## src/rtl/interest_packet_parser.sv

```systemverilog
// Interest packet parser: takes "type, N, N prefix bytes" off a byte stream and
// presents the left-aligned name prefix to the PIT/FIB with a one-cycle strobe.
module interest_packet_parser #(
    parameter int TIMEOUT = 255
) (
    input  logic        clk,
    input  logic        rst,
    input  logic [7:0]  rx_byte,
    input  logic        rx_valid,
    output logic        rx_ready,
    input  logic        pit_ready,
    output logic [63:0] SPI_to_PIT_prefix,
    output logic [5:0]  len,
    output logic        out_bit,
    output logic        parse_error,
    output logic        busy
);

    typedef enum logic [1:0] {
        IDLE,
        GET_LEN,
        GET_PREFIX,
        EMIT
    } state_t;

    localparam logic [7:0] TYPE_INTEREST = 8'h05;
    localparam logic [7:0] MAX_PREFIX    = 8'd8;
    localparam logic [7:0] TIMEOUT_LAST  = 8'(TIMEOUT - 1);

    state_t      r_state;
    state_t      w_next_state;

    logic [3:0]  r_n;
    logic [3:0]  r_cnt;
    logic [7:0]  r_timer;
    logic [63:0] r_shift;
    logic [63:0] r_prefix;
    logic [5:0]  r_len;
    logic        r_parse_error;

    logic        w_xfer;
    logic        w_in_packet;
    logic        w_hdr_err;
    logic        w_len_ok;
    logic        w_len_err;
    logic        w_timeout;
    logic        w_last_byte;
    logic [63:0] w_shift_next;

    assign w_xfer      = rx_valid && rx_ready;
    assign w_in_packet = (r_state == GET_LEN) || (r_state == GET_PREFIX);
    assign w_hdr_err   = (r_state == IDLE) && w_xfer && (rx_byte != TYPE_INTEREST);
    assign w_len_ok    = (rx_byte != 8'd0) && (rx_byte <= MAX_PREFIX);
    assign w_len_err   = (r_state == GET_LEN) && w_xfer && !w_len_ok;
    // The timer trips on the idle cycle that would carry it up to TIMEOUT.
    assign w_timeout   = w_in_packet && !w_xfer && (r_timer >= TIMEOUT_LAST);
    assign w_last_byte = (r_state == GET_PREFIX) && w_xfer && (r_cnt == (r_n - 4'd1));

    always_ff @(posedge clk) begin
        if (rst) begin
            r_state <= IDLE;
        end else begin
            r_state <= w_next_state;
        end
    end

    always_comb begin
        w_next_state = r_state;
        case (r_state)
            IDLE: begin
                if (w_xfer && (rx_byte == TYPE_INTEREST)) begin
                    w_next_state = GET_LEN;
                end
            end
            GET_LEN: begin
                if (w_timeout || w_len_err) begin
                    w_next_state = IDLE;
                end else if (w_xfer) begin
                    w_next_state = GET_PREFIX;
                end
            end
            GET_PREFIX: begin
                if (w_timeout) begin
                    w_next_state = IDLE;
                end else if (w_last_byte) begin
                    w_next_state = EMIT;
                end
            end
            EMIT: begin
                if (pit_ready) begin
                    w_next_state = IDLE;
                end
            end
            default: begin
                w_next_state = IDLE;
            end
        endcase
    end

    // Reset masks the handshake and strobes combinationally so nothing leaks out mid-reset.
    always_comb begin
        rx_ready    = 1'b0;
        busy        = 1'b0;
        out_bit     = 1'b0;
        parse_error = 1'b0;
        if (!rst) begin
            rx_ready    = (r_state != EMIT);
            busy        = (r_state != IDLE);
            out_bit     = (r_state == EMIT) && pit_ready;
            parse_error = r_parse_error;
        end
    end

    assign SPI_to_PIT_prefix = r_prefix;
    assign len               = r_len;

    always_comb begin
        w_shift_next = r_shift;
        for (int i = 0; i < 8; i++) begin
            if (r_cnt == 4'(i)) begin
                w_shift_next[63 - 8*i -: 8] = rx_byte;
            end
        end
    end

    // Working shift register is separate from the published prefix so an
    // aborted packet never disturbs the last good outputs.
    always_ff @(posedge clk) begin
        if (rst) begin
            r_n           <= 4'd0;
            r_cnt         <= 4'd0;
            r_shift       <= 64'd0;
            r_prefix      <= 64'd0;
            r_len         <= 6'd0;
            r_parse_error <= 1'b0;
        end else begin
            r_parse_error <= w_hdr_err || w_len_err || w_timeout;
            if ((r_state == GET_LEN) && w_xfer && w_len_ok) begin
                r_n     <= rx_byte[3:0];
                r_cnt   <= 4'd0;
                r_shift <= 64'd0;
            end else if ((r_state == GET_PREFIX) && w_xfer) begin
                r_shift <= w_shift_next;
                r_cnt   <= r_cnt + 4'd1;
            end
            if (w_last_byte) begin
                r_prefix <= w_shift_next;
                r_len    <= {2'b00, r_n};
            end
        end
    end

    always_ff @(posedge clk) begin
        if (rst) begin
            r_timer <= 8'd0;
        end else if (!w_in_packet || w_xfer || w_timeout) begin
            r_timer <= 8'd0;
        end else begin
            r_timer <= r_timer + 8'd1;
        end
    end

endmodule

```

## config.mk

```make
export PLATFORM = sky130hd
export DESIGN_NAME = interest_packet_parser
export DESIGN_NICKNAME = d
export VERILOG_FILES = /design/src/rtl/interest_packet_parser.sv
export SDC_FILE = /design/constraint.sdc
export NUM_CORES = 1
export LEC_CHECK = 0
export CORE_MARGIN = 4
export CORE_UTILIZATION = 60
export CTS_BUF_LIST = sky130_fd_sc_hd__clkbuf_4
export DETAILED_ROUTE_END_ITERATION = 16
export PLACE_DENSITY = 0.83
export SLEW_MARGIN = 20
export SYNTH_ARGS = -nofsm -noshare
export SYNTH_HDL_FRONTEND = slang
export SYNTH_SLANG_ARGS = --single-unit
```

## constraint.sdc

```tcl
create_clock -name clk -period 3.86 [get_ports clk]
set_input_delay 0.965 -clock clk [delete_from_list [all_inputs] [get_ports clk]]
set_output_delay 0.965 -clock clk [all_outputs]
set_load 0.05 [all_outputs]
```

* Word-level counts from Yosys, hierarchy flattened
Cells that the tools add are included.
Storage, ports and cells: flip-flop bits (word level) 151, output and inout bits 74
Cells by class: add/subtract/negate cells 3, magnitude comparators 2, equal/unequal tests 18, multiplexer cells 19, reductions and logical operators 29
Operators by type and width (count):
- $mux W8 | 8
- $eq A4 B3 Y1 const B | 4
- $logic_and A1 B1 Y1 | 13
- $mux W2 | 6
- $add A8 B1 Y8 const B | 1
- $eq A4 B2 Y1 const B | 2
- $eq A8 B3 Y1 const B | 1
- $ge A8 B8 Y1 const B | 1
- $le A8 B4 Y1 const B | 1
- $ne A8 B3 Y1 const B | 1
- $pmux W2 S4 | 1
- $reduce_bool A8 Y1 | 1
- $logic_or A1 B1 Y1 | 6
- $add A4 B1 Y4 const B | 1
- $eq A2 B2 Y1 const B | 2
- $eq A4 B1 Y1 const B | 1
- $eq A4 B4 Y1 | 1
- $logic_not A4 Y1 | 1
- $mux W1 | 4
- $ne A2 B2 Y1 const B | 2
- $reduce_and A4 Y1 | 1
- $reduce_or A2 Y1 | 2
- $sub A4 B1 Y4 const B | 1
- $logic_not A1 Y1 | 3
- other kinds (6) | 6

* Depth between registers and ports, before layout
word-level depth 9, depth in mapped cells 8

* Least setup slack after synthesis
OpenSTA, ideal clock, no wires.
path type input to output, from input port rst, to output port busy, data arrival time 2.178 ns, path slack 0.717 ns, cell stages on the path 4, buffers on the path 3, path through buf_2 -> clkbuf_1 -> clkbuf_1 -> nor2_1
On the way: word-level cells in the longest chain between the ends 1
Ends and longest elaborated chain:
- start: declaration | RTL line 7 | input logic rst,
- $mux W1 | RTL line 106 | if (!rst) begin
- end: declaration | RTL line 16 | output logic busy
Every way passes these cells.

* Worst setup path in the final report
from input port pit_ready, to output port out_bit
On the way: word-level cells in the longest chain between the ends 2
Ends and longest elaborated chain:
- start: declaration | RTL line 11 | input logic pit_ready,
- $logic_and A1 B1 Y1 | RTL line 109 | out_bit = (r_state == EMIT) && pit_ready;
- $mux W1 | RTL line 106
- end: declaration | RTL line 14 | output logic out_bit,
Every way passes these cells.

==> impl_metrics.csv <==
group,metric,value,unit
logic_synthesis,synthArstFlopShare,0,
floorplanning,row_count,38,
floorplanning,core-area,10980,um^2
worst_setup_path,count_of_buffering_cells_on_the_critical_path_with_inverters_included,2,
worst_setup_path,end_kind,"output port",
global_routing,grt_pass1_wl,27.92,mm
hold_path,hp-class,"register to register",
power_and_ir_drop,power.share.combinational,0.038,
power_and_ir_drop,p_clk_frac,0.365,
route,drt-total-wl,16.76,mm
global_routing,global_routing_usage_summed_across_all_routing_layers,0.2611,
logic_synthesis,synth_top_flop_cell,"sky130_fd_sc_hd__dfxtp_1",
sta,period_minus_slack,3.375,ns
sta,finalSetupViolations,0,
logic_synthesis,netlist.top_cell.by_area,"sky130_fd_sc_hd__dfxtp_1",
power_and_ir_drop,internal-power,1968,uW
clock_network,clkLatencyLatePin,0.56,ns
clock_network,htree_levels,4,
logic_synthesis,synth_top_area_share,0.4417,
hold_path,hold_start,"r_shift[49]",
power_and_ir_drop,ir_drop,0.1936,mV
cells_and_area,post-route-util,0.7208,
clock_network,ctsRootBufferMaster,"sky130_fd_sc_hd__clkbuf_4",
global_routing,first_global_vias,5623,
logic_synthesis,synthTopCellsByArea,"sky130_fd_sc_hd__dfxtp_1, sky130_fd_sc_hd__mux2i_1, sky130_fd_sc_hd__a211oi_1, sky130_fd_sc_hd__a31oi_1, sky130_fd_sc_hd__a21oi_1",
worst_setup_path,setup.worst_path.start_class,"input pin",
clock_network,clock_sinks,151,
route,drc,0,
power_and_ir_drop,sw_frac_of_total,0.2458,
worst_setup_path,critical-path-max-stage-delay,0.80,ns
placement,pre_cts_setup_slack,0.4920,ns
sta,hold_slack,0.4632,ns
route,detailedRoute.firstIterationViolations,637,
outcome,run_status,"finished clean",
floorplanning,top_level_ports,86,
worst_setup_path,cp_top_family,"buffers and inverters",
sta,worst_clock_skew,0.02332,ns
clock_network,clkTransAtPathRegs,0.12,ns
worst_setup_path,regToRegEndpoint,"SPI_to_PIT_prefix[18]",
hold_path,holdPathEnd,"r_shift[49]",
power_and_ir_drop,seqPwrFrac,0.597,
clock_network,cts_resized,0,
sta,min_period_over_period,0.8743,
worst_setup_path,worst_r2r_startpoint,"r_cnt[3]",
sta,report.final.slew_viol_count,0,
route,postRouteAntennaNets,0,
clock_network,cts_setup_buffers,0,
worst_setup_path,critical_path.slowest_cell,"sky130_fd_sc_hd__clkdlybuf4s50_1",
logic_synthesis,synth.cell_area,6844,um^2
worst_setup_path,path_class,"input pin to output port",
floorplanning,floorplan.die.height,114.8,um
route,vias_per_inst,6.201,
power_and_ir_drop,power_density,329.7,nW/um^2
flow_run,max_cap_viol_count,0,
clock_network,postCtsHoldBufs,0,
worst_setup_path,path_cells,"clkdlybuf4s50_1, and3_1, clkdlybuf4s50_1",
clock_network,cts-root-to-sink-buffers,2,
worst_setup_path,rrSetupSlack,1.25,ns
global_routing,global_route.usage.met3,0.05263,
global_routing,use_met2,0.4280,
logic_synthesis,yosysWarningCount,0,
logic_synthesis,synth-seq-area-share,0.4417,
logic_synthesis,post_synth_edffs,0,
logic_synthesis,ys_types,48,
sta,max_slew_margin,0.4472,
cells_and_area,area_growth,15.67,%
sta,aggregate_negative_setup_slack,0,ns
placement,gp_routability_congestion,0.8161,
worst_setup_path,crit_path_start,"pit_ready",
worst_setup_path,cpMostUsedCell,"sky130_fd_sc_hd__clkdlybuf4s50_1",
cells_and_area,final_layout_size_suffix_gt1_frac,0.09282,
floorplanning,start_util,0.6231,
route,wire_per_inst,17.66,um
clock_network,cts-buffers-inserted,17,
floorplanning,dieWidth,114.8,um
route,detail_route.first_pass.iterations,5,
global_routing,gr-max-usage-layer,"met2",
route,route.vias.total,5885,
placement,placement.io_buffers,83,
power_and_ir_drop,net-switching-power,641.5,uW
worst_setup_path,critical_path_required,2.89,ns
clock_network,tritoncts,"yes",
global_routing,grt_overflow_total,0,
global_routing,pin_count_of_the_biggest_net_entering_global_routing,94,
logic_synthesis,avgSynthCellArea,9.005,um^2
sta,grt_setup_unrepaired,"false",
sta,final.setup.worst_slack,0.4853,ns
floorplanning,floorplan.die_area,13180,um^2
global_routing,antenna_found_initial,0,
power_and_ir_drop,total_leakage_power,0.002714,uW
cells_and_area,regArea,3023,um^2
worst_setup_path,r2r.worst_path.cells,5,
sta,timing_worst_slew_pin_value,0.8278,ns
cells_and_area,finalNetCount,819,
hold_path,hold-path-cell-count,2,
sta,fmax,0.2963,GHz
global_routing,grtUsageMet1,0.3503,
worst_setup_path,crit_path_max_fanout,2,
cells_and_area,n_fill_cell,851,
worst_setup_path,crit_arrival,2.41,ns
sta,hold_viol_final,0,
logic_synthesis,post_synth_inst_count,760,
placement,dp.final_hpwl,10.58,mm
logic_synthesis,synth-seq-cells,151,
cells_and_area,multiInputGateArea,3397,um^2
layer usage:
layer | vias to the layer above | wire length [um]
li1 | 2833 | -
met2 | 209 | 8073
met3 | 38 | 1073
met1 | 2805 | 7317
met5 | - | 0
met4 | 0 | 298
worst register-to-register path: cells and delay by family, from the launching register on:
family	cells	cell delay, ns
buffers and inverters	1	0.53
XOR/XNOR	2	0.95
flip-flops	1	0.63
AO/OA/AOI/OAI	2	0.42
cell usage after synthesis, types with 2 or more instances:
library cell and number:
sky130_fd_sc_hd__a211oi_1 65, sky130_fd_sc_hd__a21oi_1 68, sky130_fd_sc_hd__a311oi_1 2, sky130_fd_sc_hd__a31o_2 3, sky130_fd_sc_hd__a31oi_1 64, sky130_fd_sc_hd__and3_1 2, sky130_fd_sc_hd__buf_2 36, sky130_fd_sc_hd__buf_4 8
sky130_fd_sc_hd__buf_6 6, sky130_fd_sc_hd__clkbuf_1 39, sky130_fd_sc_hd__dfxtp_1 151, sky130_fd_sc_hd__ha_1 11, sky130_fd_sc_hd__inv_1 9, sky130_fd_sc_hd__mux2_2 2, sky130_fd_sc_hd__mux2i_1 68, sky130_fd_sc_hd__nand2_1 73
sky130_fd_sc_hd__nand3_1 38, sky130_fd_sc_hd__nand3b_1 4, sky130_fd_sc_hd__nand4_1 2, sky130_fd_sc_hd__nor2_1 24, sky130_fd_sc_hd__nor2b_1 4, sky130_fd_sc_hd__nor3_2 2, sky130_fd_sc_hd__nor3b_1 5, sky130_fd_sc_hd__nor4_1 6
sky130_fd_sc_hd__nor4bb_1 3, sky130_fd_sc_hd__o21ai_0 33, sky130_fd_sc_hd__or4_1 2, sky130_fd_sc_hd__xnor2_1 3, sky130_fd_sc_hd__xor2_1 8
power by group through the flow:
stage,clock network (uW),registers (uW),logic (uW)
after floorplan,0,1590,61.7
after global placement,0,1590,95.2
after detailed placement,0,1590,97.4
after CTS,961,1560,97.3
after global routing,1040,1560,104
final,953,1560,98.9
registers in the layout, summed over array words and instances, names as in the netlist:
| register | count |
|---|---|
| r_parse_error | 1 |
| r_state | 2 |
| r_n | 4 |
| r_cnt | 4 |
| r_timer | 8 |
| len | 4 |
| SPI_to_PIT_prefix | 64 |
| r_shift | 64 |
cell usage in the layout (no fill, tap or decap), drive strengths merged, types with 24 or more instances in the layout:
master | synthesis | layout
a211oi | 65 | 65
a21oi | 68 | 68
clkdlybuf4s50 | 0 | 82
nor2 | 24 | 24
mux2i | 68 | 68
nand2 | 74 | 74
o21ai | 33 | 33
a31oi | 64 | 64
dfxtp | 151 | 151
nand3 | 38 | 38
worst max-delay path by stage:
stage / to / slack (ns) / depth (start not counted)
floorplan: busy / 0.72 / 4
global placement: out_bit / 0.50 / 3
detailed placement: out_bit / 0.49 / 3
CTS: out_bit / 0.48 / 3
global route: out_bit / 0.36 / 3
finish: out_bit / 0.49 / 3
final cells by class:
class | instances | share of cell area
Sequential cell | 151 | 0.3819
Clock inverter | 13 | 0.01691
Multi-Input combinational cell | 512 | 0.4291
Timing Repair Buffer | 105 | 0.1283
Inverter | 9 | 0.004267
Clock buffer | 18 | 0.01707
Tap cell | 140 | 0.02213
Antenna cell | 1 | 0.0003161
through the flow:
stage	std cells	power, uW	area [um^2]
after detailed placement	917	1691	7645
after floorplan	761	1655	6848
after global routing	948	2702	7914
after CTS	948	2616	7914
final	949	2610	7916
after global placement	917	1688	7645
logic make-up (layout without fill, tap and decap cells):
kind of cell / count (synthesis) / after routing / synth area share
and+or+nand+nor: 175 / 175 / 0.1265
xor gates and xnor gates: 13 / 13 / 0.01975
buffers and inverters: 98 / 145 / 0.07130
other: 1 / 3 / 0.0005479
muxes: 70 / 70 / 0.1027
DFF: 151 / 151 / 0.4417
AOI/OAI and AO/OA: 241 / 241 / 0.2174
adders and majority gates: 11 / 11 / 0.02011
(Power assumes the default switching activity.)
